--- src/rtl/mem_arb_pkg.sv ---
// Shared types and constants for the SPI flash read arbiter and its mem_read users.
package mem_arb_pkg;

  localparam int ADDR_W          = 24;
  localparam int DATA_W          = 32;
  localparam int TIMEOUT_DEFAULT = 2047;
  localparam int TO_CNT_W        = 12;

  typedef enum logic [2:0] {
    ST_IDLE  = 3'd0,
    ST_FETCH = 3'd1,
    ST_RESP  = 3'd2,
    ST_HIT   = 3'd3,
    ST_GAP   = 3'd4
  } arb_state_t;

  // Timeout counter increment that sticks at all-ones instead of wrapping.
  function automatic logic [TO_CNT_W-1:0] sat_inc(input logic [TO_CNT_W-1:0] v);
    if (&v) begin
      return v;
    end else begin
      return v + TO_CNT_W'(1);
    end
  endfunction

endpackage

--- src/rtl/mem_hit_buf.sv ---
// One-entry instruction hit buffer; invalidated only by reset or a transaction timeout.
module mem_hit_buf
  import mem_arb_pkg::*;
#(
  parameter bit EN = 1'b1
) (
  input  logic              clk,
  input  logic              rst_n,
  input  logic [ADDR_W-1:0] lookup_addr,
  output logic              hit,
  output logic [DATA_W-1:0] rd_data,
  input  logic              wr_en,
  input  logic [ADDR_W-1:0] wr_addr,
  input  logic [DATA_W-1:0] wr_data,
  input  logic              inv
);

  logic              buf_valid_r;
  logic [ADDR_W-1:0] buf_addr_r;
  logic [DATA_W-1:0] buf_data_r;

  // Buffer entry; invalidation takes priority over a write in the same cycle.
  always_ff @(posedge clk or negedge rst_n) begin
    if (!rst_n) begin
      buf_valid_r <= 1'b0;
      buf_addr_r  <= {ADDR_W{1'b0}};
      buf_data_r  <= {DATA_W{1'b0}};
    end else if (inv) begin
      buf_valid_r <= 1'b0;
    end else if (wr_en) begin
      buf_valid_r <= 1'b1;
      buf_addr_r  <= wr_addr;
      buf_data_r  <= wr_data;
    end
  end

  assign hit     = EN && buf_valid_r && (buf_addr_r == lookup_addr);
  assign rd_data = buf_data_r;

endmodule

--- src/rtl/mem_arbiter.sv ---
// Round-robin arbiter sharing one mem_read SPI engine between the fetch and load ports,
// with start/done sequencing, a post-transaction low gap, a hit buffer and timeout abort.
module mem_arbiter
  import mem_arb_pkg::*;
#(
  parameter int GAP_CYCLES     = 2,
  parameter int TIMEOUT_CYCLES = TIMEOUT_DEFAULT,
  parameter bit HIT_BUF_EN     = 1'b1
) (
  input  logic              clk,
  input  logic              rst_n,
  input  logic              if_req,
  input  logic [ADDR_W-1:0] if_addr,
  output logic              if_ack,
  output logic [DATA_W-1:0] if_data,
  output logic              if_err,
  input  logic              ld_req,
  input  logic [ADDR_W-1:0] ld_addr,
  output logic              ld_ack,
  output logic [DATA_W-1:0] ld_data,
  output logic              ld_err,
  output logic              mem_start_fetch,
  output logic [ADDR_W-1:0] mem_target_address,
  input  logic [DATA_W-1:0] mem_fetched_data,
  input  logic              mem_fetch_done,
  output logic              busy
);

  localparam int                  GAP_W    = (GAP_CYCLES > 1) ? $clog2(GAP_CYCLES) : 1;
  localparam logic [GAP_W-1:0]    GAP_LAST = GAP_W'(GAP_CYCLES - 1);
  localparam logic [TO_CNT_W-1:0] TO_LAST  = TO_CNT_W'(TIMEOUT_CYCLES - 1);

  arb_state_t          state_r, state_next_s;
  logic [TO_CNT_W-1:0] cnt_r, cnt_next_s;
  logic [GAP_W-1:0]    gap_r, gap_next_s;
  logic                gnt_ld_r, gnt_ld_next_s;
  logic                last_ld_r, last_ld_next_s;
  logic                start_r, start_next_s;
  logic [ADDR_W-1:0]   taddr_r, taddr_next_s;
  logic                if_ack_r, if_ack_next_s, ld_ack_r, ld_ack_next_s;
  logic                if_err_r, if_err_next_s, ld_err_r, ld_err_next_s;
  logic [DATA_W-1:0]   if_data_r, if_data_next_s, ld_data_r, ld_data_next_s;
  logic                hit_s, wr_en_s, inv_s, pick_ld_s;
  logic [DATA_W-1:0]   buf_data_s;

  mem_hit_buf #(.EN(HIT_BUF_EN)) u_hit_buf (
    .clk        (clk),
    .rst_n      (rst_n),
    .lookup_addr(if_addr),
    .hit        (hit_s),
    .rd_data    (buf_data_s),
    .wr_en      (wr_en_s),
    .wr_addr    (taddr_r),
    .wr_data    (if_data_r),
    .inv        (inv_s)
  );

  // Load wins unless instruction is also requesting and load was served last.
  assign pick_ld_s = ld_req && (!if_req || !last_ld_r);

  // Next-state and next-output logic; acks are set on the edge entering RESP/HIT
  // so each pulse occupies exactly the RESP or HIT cycle.
  always_comb begin
    state_next_s   = state_r;
    cnt_next_s     = cnt_r;
    gap_next_s     = gap_r;
    gnt_ld_next_s  = gnt_ld_r;
    last_ld_next_s = last_ld_r;
    start_next_s   = start_r;
    taddr_next_s   = taddr_r;
    if_ack_next_s  = 1'b0;
    ld_ack_next_s  = 1'b0;
    if_err_next_s  = 1'b0;
    ld_err_next_s  = 1'b0;
    if_data_next_s = if_data_r;
    ld_data_next_s = ld_data_r;
    wr_en_s        = 1'b0;
    inv_s          = 1'b0;
    case (state_r)
      ST_IDLE: begin
        if (if_req || ld_req) begin
          if (!pick_ld_s && hit_s) begin
            if_ack_next_s  = 1'b1;
            if_data_next_s = buf_data_s;
            state_next_s   = ST_HIT;
          end else begin
            gnt_ld_next_s = pick_ld_s;
            taddr_next_s  = pick_ld_s ? ld_addr : if_addr;
            start_next_s  = 1'b1;
            cnt_next_s    = {TO_CNT_W{1'b0}};
            state_next_s  = ST_FETCH;
          end
        end else begin
          state_next_s = ST_IDLE;
        end
      end
      ST_FETCH: begin
        cnt_next_s = sat_inc(cnt_r);
        if (mem_fetch_done) begin
          start_next_s = 1'b0;
          state_next_s = ST_RESP;
          if (gnt_ld_r) begin
            ld_ack_next_s  = 1'b1;
            ld_data_next_s = mem_fetched_data;
          end else begin
            if_ack_next_s  = 1'b1;
            if_data_next_s = mem_fetched_data;
          end
        end else if (cnt_r >= TO_LAST) begin
          start_next_s = 1'b0;
          state_next_s = ST_RESP;
          inv_s        = 1'b1;
          if (gnt_ld_r) begin
            ld_ack_next_s  = 1'b1;
            ld_err_next_s  = 1'b1;
            ld_data_next_s = {DATA_W{1'b0}};
          end else begin
            if_ack_next_s  = 1'b1;
            if_err_next_s  = 1'b1;
            if_data_next_s = {DATA_W{1'b0}};
          end
        end else begin
          state_next_s = ST_FETCH;
        end
      end
      ST_RESP: begin
        if (!gnt_ld_r && !if_err_r) begin
          wr_en_s = 1'b1;
        end else begin
          wr_en_s = 1'b0;
        end
        last_ld_next_s = gnt_ld_r;
        gap_next_s     = {GAP_W{1'b0}};
        state_next_s   = ST_GAP;
      end
      ST_HIT: begin
        last_ld_next_s = 1'b0;
        state_next_s   = ST_IDLE;
      end
      ST_GAP: begin
        if (gap_r == GAP_LAST) begin
          state_next_s = ST_IDLE;
        end else begin
          gap_next_s = gap_r + GAP_W'(1);
        end
      end
      default: begin
        start_next_s = 1'b0;
        state_next_s = ST_IDLE;
      end
    endcase
  end

  // FSM state register.
  always_ff @(posedge clk or negedge rst_n) begin
    if (!rst_n) begin
      state_r <= ST_IDLE;
    end else begin
      state_r <= state_next_s;
    end
  end

  // Registered datapath and port outputs.
  always_ff @(posedge clk or negedge rst_n) begin
    if (!rst_n) begin
      cnt_r     <= {TO_CNT_W{1'b0}};
      gap_r     <= {GAP_W{1'b0}};
      gnt_ld_r  <= 1'b0;
      last_ld_r <= 1'b0;
      start_r   <= 1'b0;
      taddr_r   <= {ADDR_W{1'b0}};
      if_ack_r  <= 1'b0;
      ld_ack_r  <= 1'b0;
      if_err_r  <= 1'b0;
      ld_err_r  <= 1'b0;
      if_data_r <= {DATA_W{1'b0}};
      ld_data_r <= {DATA_W{1'b0}};
    end else begin
      cnt_r     <= cnt_next_s;
      gap_r     <= gap_next_s;
      gnt_ld_r  <= gnt_ld_next_s;
      last_ld_r <= last_ld_next_s;
      start_r   <= start_next_s;
      taddr_r   <= taddr_next_s;
      if_ack_r  <= if_ack_next_s;
      ld_ack_r  <= ld_ack_next_s;
      if_err_r  <= if_err_next_s;
      ld_err_r  <= ld_err_next_s;
      if_data_r <= if_data_next_s;
      ld_data_r <= ld_data_next_s;
    end
  end

  assign if_ack             = if_ack_r;
  assign if_err             = if_err_r;
  assign if_data            = if_data_r;
  assign ld_ack             = ld_ack_r;
  assign ld_err             = ld_err_r;
  assign ld_data            = ld_data_r;
  assign mem_start_fetch    = start_r;
  assign mem_target_address = taddr_r;
  assign busy               = (state_r != ST_IDLE);

endmodule

--- config.mk ---
export PLATFORM = sky130hd
export DESIGN_NAME = mem_arbiter
export DESIGN_NICKNAME = d
export VERILOG_FILES = /design/src/rtl/mem_arb_pkg.sv /design/src/rtl/mem_hit_buf.sv /design/src/rtl/mem_arbiter.sv
export SDC_FILE = /design/constraint.sdc
export NUM_CORES = 1
export LEC_CHECK = 0
export CAP_MARGIN = 5
export CELL_PAD_IN_SITES_DETAIL_PLACEMENT = 1
export CELL_PAD_IN_SITES_GLOBAL_PLACEMENT = 1
export CORE_MARGIN = 2
export CORE_UTILIZATION = 39
export DETAILED_ROUTE_END_ITERATION = 8
export HOLD_SLACK_MARGIN = 0.08
export PLACE_DENSITY_LB_ADDON = 0.1
export SYNTH_ARGS = -nofsm -noshare
export SYNTH_HDL_FRONTEND = slang
export SYNTH_SLANG_ARGS = --single-unit
--- constraint.sdc ---
create_clock -name clk -period 2.75 [get_ports clk]
set_clock_uncertainty 0.2 [all_clocks]
set_input_delay 0.6875 -clock clk [delete_from_list [all_inputs] [get_ports clk]]
set_output_delay 0.6875 -clock clk [all_outputs]
set_load 0.02 [all_outputs]
==> metrics.txt, run 1 <==
Startpoint Class=primary input; min-delay src=u_hit_buf.rd_data[2]; CP Max Fanout=5; WL final=21200 um; Core Rows=51; Max Fclk=0.370 GHz; Worst-path clk slew=0.06 ns; post-synthesis cell type count=49; critical path's largest stage delay=0.54 ns; Seq/Total Area, Yosys=0.550; CP Data Arrival Time=2.80 ns; Pwr Density=1210 nW/um^2; Least-Margin Pin Slew=0.465 ns; period utilization=0.982; TNS Setup=0 ns; CTS root buffer=clkbuf_16; most frequent cells in the layout=168 x dfrtp_1, 160 x clkdlybuf4s50_1, 111 x nand2_1, 53 x mux2_1, 48 x mux2_2; Max IR drop VDD=0.492 mV; syn nets=736; post-synthesis cell area=7650 sq um; count of final max-slew check failures=0; worst r2r src=u_hit_buf.buf_addr_r[21]; Post-Syn Instances=649; CTS tree=done; placement-stage cell area=9870 sq um; hpwl dp=14400 um; Final Setup Violations=0; largest family of logic cells by synthesized area=multiplexers; number of I/O pins=179; Initial Utilization=0.396; top-area cell type share of the netlist area=0.550; CP Capture Type=register; clock latency on the worst-skew pair=0.42 ns; H-Tree Depth=4; WP data required=2.85 ns; CP Cell Sequence=dlygate4sd2_1, a21boi_4, or4_4, nor4_4, nand2_2, o21bai_4, buf_4, clkbuf_16, mux2_1; Post-Layout Inst Area=10700 sq um; YS warnings=0; P&R area growth vs syn=39.9%; first-pass GRT wire length=33200 um; HP Class=reg -> reg; commonest non-fill, non-tap cell in the layout=dfrtp_1; initial drt markers=192; Max-slew headroom=0.690; antenna violations before repair=1; Final nets=934; Chip Width=144 um; Final ANT Viol Nets=0; DRC viols=0; vias in the first global route=6257; Synth Area in XOR/XNOR=0.0195; share of layout cells above drive strength 1=0.200; Die Y=144 um; class of the most critical setup path=in -> reg; post-layout min period=2.70 ns; top_reg_cell synth=dfrtp_1; syn_area_per_cell=11.8 sq um; Async SR Flop Fraction=1.00; vias per cell=5.02; top cell type by total area after synthesis=dfrtp_1; largest net degree at the start of global routing=66; DR pass1 iterations=4; placed cell count=1083; RSZ-0062 raised after global routing=yes; post-synthesis register bit count=168; Area contributors post-synth=dfrtp_1 55%, mux2_1 8.5%, mux2_2 7.1%, mux2_4 5.7%, nand2_1 5.5%; max_cap viols=0; Inserted Clock Buffers=17; fin cells=1126; WL/cell=18.8 um; leakage=0.00485 uW; proportion of synthesized area in mux cells=0.214; GP Congestion=0.761; crit path launch=ld_req; Post-Synth Adder-Cell Area=0.00327; crit path max-delay cell type=or4_4; status=complete, no violations; die area=20700 sq um; EDFF count, synth=0; vias=5658; Core Box Area=19300 sq um; Overflow after GRT=0; simple-gate share of the synthesized area=0.100; Sink Count=168; Synth Area in Compound Gates=0.0813; IO Port Bufs=178; Longest Clk Path Bufs=2; Fin. Hold Viols=0; Tot GR Track Use=0.207
-- cell families (layout without fill, tap and decap cells) --
| kind of cell | after synthesis | count (layout) |
|---|---|---|
| simple gates | 168 | 168 |
| flops | 168 | 168 |
| mux | 136 | 136 |
| fa+ha+maj | 2 | 2 |
| xor+xnor | 17 | 17 |
| other cells | 0 | 1 |
| buf+inv | 48 | 259 |
| compound gates | 110 | 110 |
-- area by class of cell --
| cell class | instances | area, sq um |
|---|---|---|
| inverter | 12 | 45.0 |
| multi-input combinational | 433 | 3300 |
| sequential | 168 | 4200 |
| antenna | 1 | 2.50 |
| clock buffer | 18 | 439 |
| clock inverter | 14 | 138 |
| tap | 265 | 332 |
| fill | 1992 | 8630 |
| timing repair buffer | 215 | 2240 |
-- where the power goes --
| group | internal [uW] | switching, uW |
|---|---|---|
| clock network | 1290 | 1060 |
| registers | 3650 | 881 |
| logic | 3120 | 2950 |
-- timing repair --
item                       CTS  global route
setup endpoints to repair   64            51
hold buffers                 1             0
pin swaps                    5             5
buffers inserted             2             2
hold endpoints to repair    43             0
gates resized for setup     16            19
gates cloned                 2             3
-- per-stage QoR --
step                setup WS (ns)  power [uW]  hold slack (ns)  utilization
floorplan                  0.0345        7720            0.192            -
global placement           -0.467       10000            0.268        0.510
detailed placement         -0.550       10300            0.277        0.510
CTS                       0.00888       12800            0.292        0.547
global route              -0.0259       13700            0.318        0.553
finish                     0.0500       13000            0.288        0.553
-- critical path: cells and delay by family --
kind | cells | cell delay [ns]
AOI/OAI and AO/OA | 2 | 0.28
muxes | 1 | 0.32
and+or+nand+nor | 3 | 0.93
buffers and inverters | 3 | 0.58
-- metal layers --
layer / vias to the layer above / GRT usage / wire [um]
met5: - / 0 / 0
met4: 0 / 0.0547 / 187
met3: 18 / 0.0589 / 1320
met2: 126 / 0.348 / 10400
met1: 2863 / 0.262 / 9260
li1: 2651 / - / -
-- final timing paths --
| check | end | slack [ns] | depth (start not counted) |
|---|---|---|---|
| min | u_hit_buf.rd_data[2] | 0.29 | 1 |
| min reg2reg | u_hit_buf.rd_data[2] | 0.29 | 1 |
| max reg2reg | mem_target_address[21] | 0.16 | 8 |
| max | mem_target_address[21] | 0.05 | 9 |
| max in group asynchronous | u_hit_buf.buf_addr_r[1] | 1.04 | 3 |
| min in group asynchronous | cnt_r[6] | 0.56 | 2 |
-- synthesized netlist by cell type, types with 3 or more instances --
cell and n:
dfrtp_1 168, xor2_1 9, clkbuf_1 26, a31oi_1 7, mux2_4 29, o21ai_1 32
mux2_1 58, buf_1 3, nand4_1 5, nand2_1 113, o31ai_1 5, nand3_1 8
nor2_1 14, inv_1 10, xnor2_1 8, o21ai_0 43, mux2_2 48, a21oi_1 11
nand2b_1 9, buf_12 3
-- sequential cells by signal (all words and copies together) (netlist names) --
name and cells:
u_hit_buf.buf_valid_r 1, u_hit_buf.buf_addr_r 24, u_hit_buf.rd_data 32, mem_start_fetch 1
last_ld_r 1, if_err 1, ld_ack 1, state_r 3
gnt_ld_r 1, mem_target_address 24, cnt_r 12, ld_err 1
if_ack 1, gap_r 1, if_data 32, ld_data 32
Power figures use the tool's default switching activity.
==> run 2, diff against run 1 <==
--- a/config.mk
+++ b/config.mk
@@ -9,10 +9,11 @@
 export CELL_PAD_IN_SITES_DETAIL_PLACEMENT = 1
 export CELL_PAD_IN_SITES_GLOBAL_PLACEMENT = 1
 export CORE_MARGIN = 2
-export CORE_UTILIZATION = 39
+export CORE_UTILIZATION = 36
 export DETAILED_ROUTE_END_ITERATION = 8
 export HOLD_SLACK_MARGIN = 0.08
 export PLACE_DENSITY_LB_ADDON = 0.1
+export SLEW_MARGIN = 25
 export SYNTH_ARGS = -nofsm -noshare
 export SYNTH_HDL_FRONTEND = slang
 export SYNTH_SLANG_ARGS = --single-unit
==> constraint.sdc (replaced) <==
create_clock -name clk -period 2.45 [get_ports clk]
set_clock_uncertainty 0.2 [all_clocks]
set_input_delay 0.6125 -clock clk [delete_from_list [all_inputs] [get_ports clk]]
set_output_delay 0.6125 -clock clk [all_outputs]
set_load 0.02 [all_outputs]
==> metrics.txt, run 2 (synthesis results as in run 1) <==
count of final max-slew check failures=0; Longest Clk Path Bufs=2; GP Congestion=0.768; Final ANT Viol Nets=0; WP data required=2.56 ns; Core Box Area=21000 sq um; hpwl dp=15000 um; H-Tree Depth=4; CTS tree=done; TNS Setup=-7.94 ns; fillers=2201; status=finished, violations left; failing checks=negative setup slack; Reg area=4200 sq um; CTS root buffer=clkbuf_16; Max-slew headroom=0.729; CP Data Arrival Time=2.74 ns; clock latency on the worst-skew pair=0.43 ns; Final Setup Violations=58; Layout Utilization=0.524; crit path max-delay cell type=clkdlybuf4s50_1; period utilization=1.07; class of the most critical setup path=in -> reg; Least-Margin Pin Slew=0.404 ns; Startpoint Class=primary input; WL/cell=19.1 um; Pwr Density=1370 nW/um^2; Sink Count=168; Max Fclk=0.380 GHz; commonest non-fill, non-tap cell in the layout=dfrtp_1; Max IR drop VDD=0.534 mV; first-pass GRT wire length=35000 um; Initial Utilization=0.365; initial drt markers=165; placement-stage cell area=9950 sq um; die area=22400 sq um; hold slack=0.288 ns; Final nets=949; DRC viols=0; IO Port Bufs=178; leakage=0.00499 uW; RSZ-0062 raised after global routing=yes; crit path launch=if_addr[1]; Post-Layout Inst Area=11000 sq um; CP Buf/Inv Count=3; number of I/O pins=179; Final WS setup=-0.182 ns; share of layout cells above drive strength 1=0.241; Core Rows=53; vias in the first global route=6393; largest net degree at the start of global routing=64; Worst-path clk slew=0.07 ns; WL final=21900 um; Overflow after GRT=0; dpl ws=-0.787 ns; Tot GR Track Use=0.201; vias per cell=5.02; Multi-input gate area=3440 sq um; Inserted Clock Buffers=17; CP Max Fanout=8; min-delay src=ld_data[22]; top cell family by delay on the critical path=buffers and inverters; antenna violations before repair=0; most frequent cells in the layout=168 x dfrtp_1, 164 x clkdlybuf4s50_1, 111 x nand2_1, 58 x mux2_4, 48 x mux2_2; DR pass1 iterations=4; CP Capture Type=register; worst r2r src=u_hit_buf.buf_addr_r[23]; HP Class=reg -> reg; # diodes=0; post-layout min period=2.63 ns; Die Y=150 um; CP Cell Sequence=clkdlybuf4s50_1, nand2b_1, o2111ai_1, nor4_4, buf_4, nand4bb_4, o21a_4, clkbuf_16, mux2_4; max_cap viols=0; vias=5764; critical path's largest stage delay=0.53 ns; Fin. Hold Viols=0; P&R area growth vs syn=43.6%; Chip Width=150 um
==> run 2: cell count changes in the layout (fill, tap and decap cells not counted), sizes merged, moves of 2 or more <==
cell,change
buf,+13
inv,-5
clkinvlp,+2
clkbuf,+5
clkdlybuf4s50,+4
dlymetal6s2s,-3
==> run 2: timing repair <==
item                       CTS  global route
setup endpoints to repair  100            99
setup buffers                6             7
cloned                       3             3
hold endpoints to repair    32             0
hold buffers                 1             0
gates resized for setup     55            12
pin swaps                   13             8
==> run 2: where the power goes <==
group	internal [uW]	switching, uW	leakage, uW
combinational	3950	3500	0.00258
clock	1380	1110	0.000255
sequential	4100	1000	0.00216
total	9430	5610	0.00499
==> run 2: through the flow <==
step	power, uW	std cells
finish	15000	1149
global route	16000	1149
CTS	15100	1140
detailed placement	11700	1100
global placement	11400	1100
floorplan	8700	649
==> run 2: layout make-up <==
type / count / share of cell area
multi-input combinational: 433 / 0.313
tap: 275 / 0.0313
sequential: 168 / 0.383
timing repair buffer: 230 / 0.219
clock inverter: 9 / 0.00638
clock buffer: 22 / 0.0432
inverter: 12 / 0.00410
==> run 2: path summary, 6_finish.rpt <==
check / end / slack, ns / cells past startpoint
worst max-delay path: if_data[11] / -0.18 / 9
worst min register to register: ld_data[22] / 0.29 / 2
max in group asynchronous: u_hit_buf.buf_addr_r[5] / 0.89 / 3
worst min-delay path: ld_data[22] / 0.29 / 2
min in group asynchronous: cnt_r[5] / 0.44 / 2
worst max register to register: if_data[11] / -0.17 / 8
==> run 2: routing by layer <==
layer  GRT usage  wire (um)  vias to the layer above
li1            -          -                     2692
met1       0.265       9710                     2920
met2       0.332      10800                      129
met3      0.0466       1090                       23
met4      0.0585        282                        0
met5           0          0                        -
==> run 2: worst reg2reg max path: stages, from the launching register on <==
cell and delay [ns]:
dfrtp_1 0.40, xor2_1 0.16, or4_4 0.57, nor4_4 0.21, buf_4 0.17, nand4bb_4 0.11
o21a_4 0.19, clkbuf_16 0.20, mux2_4 0.30
==> run 3, diff against run 2 <==
--- a/config.mk
+++ b/config.mk
@@ -13,6 +13,7 @@
 export DETAILED_ROUTE_END_ITERATION = 8
 export HOLD_SLACK_MARGIN = 0.08
 export PLACE_DENSITY_LB_ADDON = 0.1
+export SKIP_CTS_REPAIR_TIMING = 1
 export SLEW_MARGIN = 25
 export SYNTH_ARGS = -nofsm -noshare
 export SYNTH_HDL_FRONTEND = slang
==> metrics.txt, run 3 (synthesis results as in run 1) <==
Final Setup Violations=69; Worst Hold Depth=2; Max-slew headroom=0.730; failing checks=negative setup slack; H-Tree Depth=4; class of the most critical setup path=in -> reg; Chip Width=150 um; Final nets=938; Sequential Power Share=0.346; Fin. Hold Viols=0; DR pass1 iterations=4; P_int=9250 uW; Least-Margin Pin Slew=0.406 ns; Initial Utilization=0.365; CTS root buffer=clkbuf_16; WP data required=2.56 ns; Post-Layout Inst Area=10800 sq um; fillers=2200; IO Port Bufs=178; vias=5659; placed cell count=1100; vias per cell=4.97; Core Rows=53; Final WS setup=-0.185 ns; Multi-input gate area=3350 sq um; Max IR drop VDD=0.548 mV; NetSw=5440 uW; commonest non-fill, non-tap cell in the layout=dfrtp_1; Reg area=4200 sq um; Startpoint Class=primary input; Core Box Area=21000 sq um; fin cells=1138; Worst-path clk slew=0.06 ns; Max Fclk=0.380 GHz; initial drt markers=133; max_cap viols=0; period utilization=1.08; first-pass GRT wire length=33300 um; CTS tree=done; RSZ-0062 raised after global routing=yes; Worst Hold End=ld_data[31]; post-layout min period=2.63 ns; placement-stage cell area=9950 sq um; Tot GR Track Use=0.191; Die Y=150 um; WL/cell=18.7 um; number of I/O pins=179; Comb pwr share=0.485; r2r endpoint=mem_target_address[9]; DRC viols=0; CP Capture Type=register; min-delay src=ld_data[31]; Worst R2R Path Depth=8; Pwr Density=1360 nW/um^2; Inserted Clock Buffers=17; CP Data Arrival Time=2.74 ns; Clock Power Share=0.169; Layout Utilization=0.514; HP Class=reg -> reg; leakage=0.00494 uW; Overflow after GRT=0; GP Congestion=0.768; Net Sw Frac=0.370; clock latency on the worst-skew pair=0.42 ns; Longest Clk Path Bufs=2; vias in the first global route=6208; # diodes=0; hpwl dp=15000 um; WL final=21300 um; status=finished, violations left; share of layout cells above drive strength 1=0.221; count of final max-slew check failures=0; largest net degree at the start of global routing=64; Sink Count=168; Final ANT Viol Nets=0; die area=22400 sq um; most frequent cells in the layout=168 x dfrtp_1, 167 x clkdlybuf4s50_1, 112 x nand2_1, 57 x mux2_4, 48 x mux2_2; CP Max Fanout=16; FF-to-FF setup slack=-0.16 ns; antenna violations before repair=0; P&R area growth vs syn=40.8%; worst r2r src=u_hit_buf.buf_addr_r[21]
## run 3: cell count changes in the layout (fill, tap and decap cells not counted), moves of 3 or more
cell / change
dlymetal6s2s_1: +7
buf_4: -4
a31oi_4: -4
dlygate4sd2_1: -8
clkdlybuf4s50_1: +3
a31oi_1: +4
buf_6: -3
## run 3: worst max-delay path by stage
stage	from	endpoint	slack [ns]	cells after the start
5_1_grt	if_addr[16]	if_data[15]	-0.32	8
3_5_place_dp	if_addr[23]	mem_target_address[9]	-0.79	8
3_3_place_gp	if_addr[23]	mem_target_address[4]	-0.71	8
2_1_floorplan	if_addr[23]	mem_target_address[23]	-0.19	7
4_1_cts	if_addr[23]	mem_target_address[12]	-0.34	8
6_report	if_addr[8]	if_data[16]	-0.18	8
## run 3: layout make-up
class / count / area share
Inverter: 12 / 0.00418
Tap cell: 275 / 0.0319
Clock buffer: 22 / 0.0440
Multi-Input combinational cell: 433 / 0.311
Timing Repair Buffer: 219 / 0.212
Sequential cell: 168 / 0.390
Clock inverter: 9 / 0.00651
## run 3: metal layers
metal | GRT usage | up-vias | routed length, um
met5 | 0 | - | 0
met4 | 0.0552 | 0 | 265
met3 | 0.0470 | 24 | 1070
met2 | 0.317 | 125 | 10400
met1 | 0.249 | 2844 | 9590
li1 | - | 2666 | -
## run 3: through the flow
stage                     setup slack [ns]  TNS, ns  hold slack [ns]  power, uW
final                               -0.185   -10.06            0.289      14700
after floorplan                     -0.190    -9.15            0.117       8700
after global placement              -0.713   -49.61            0.269      11400
after CTS                           -0.345   -21.62           -0.120      14300
after global routing                -0.323   -18.39            0.316      15600
after detailed placement            -0.787   -55.17            0.276      11700
## run 3: power groups by stage
| stage | registers [uW] | logic (uW) | clock network [uW] |
|---|---|---|---|
| 2_1_floorplan | 5770 | 2930 | 0 |
| 3_3_place_gp | 5030 | 6390 | 0 |
| 3_5_place_dp | 5130 | 6590 | 0 |
| 4_1_cts | 5090 | 6630 | 2560 |
| 5_1_grt | 5290 | 7660 | 2700 |
| 6_report | 5080 | 7120 | 2490 |
## run 3: worst max-delay path: stages
cell	delay, ns
clkdlybuf4s50_1	0.45
xor2_1	0.19
nor4_2	0.31
nand3b_1	0.20
nand4bb_1	0.29
o21a_4	0.19
buf_12	0.17
mux2_4	0.31
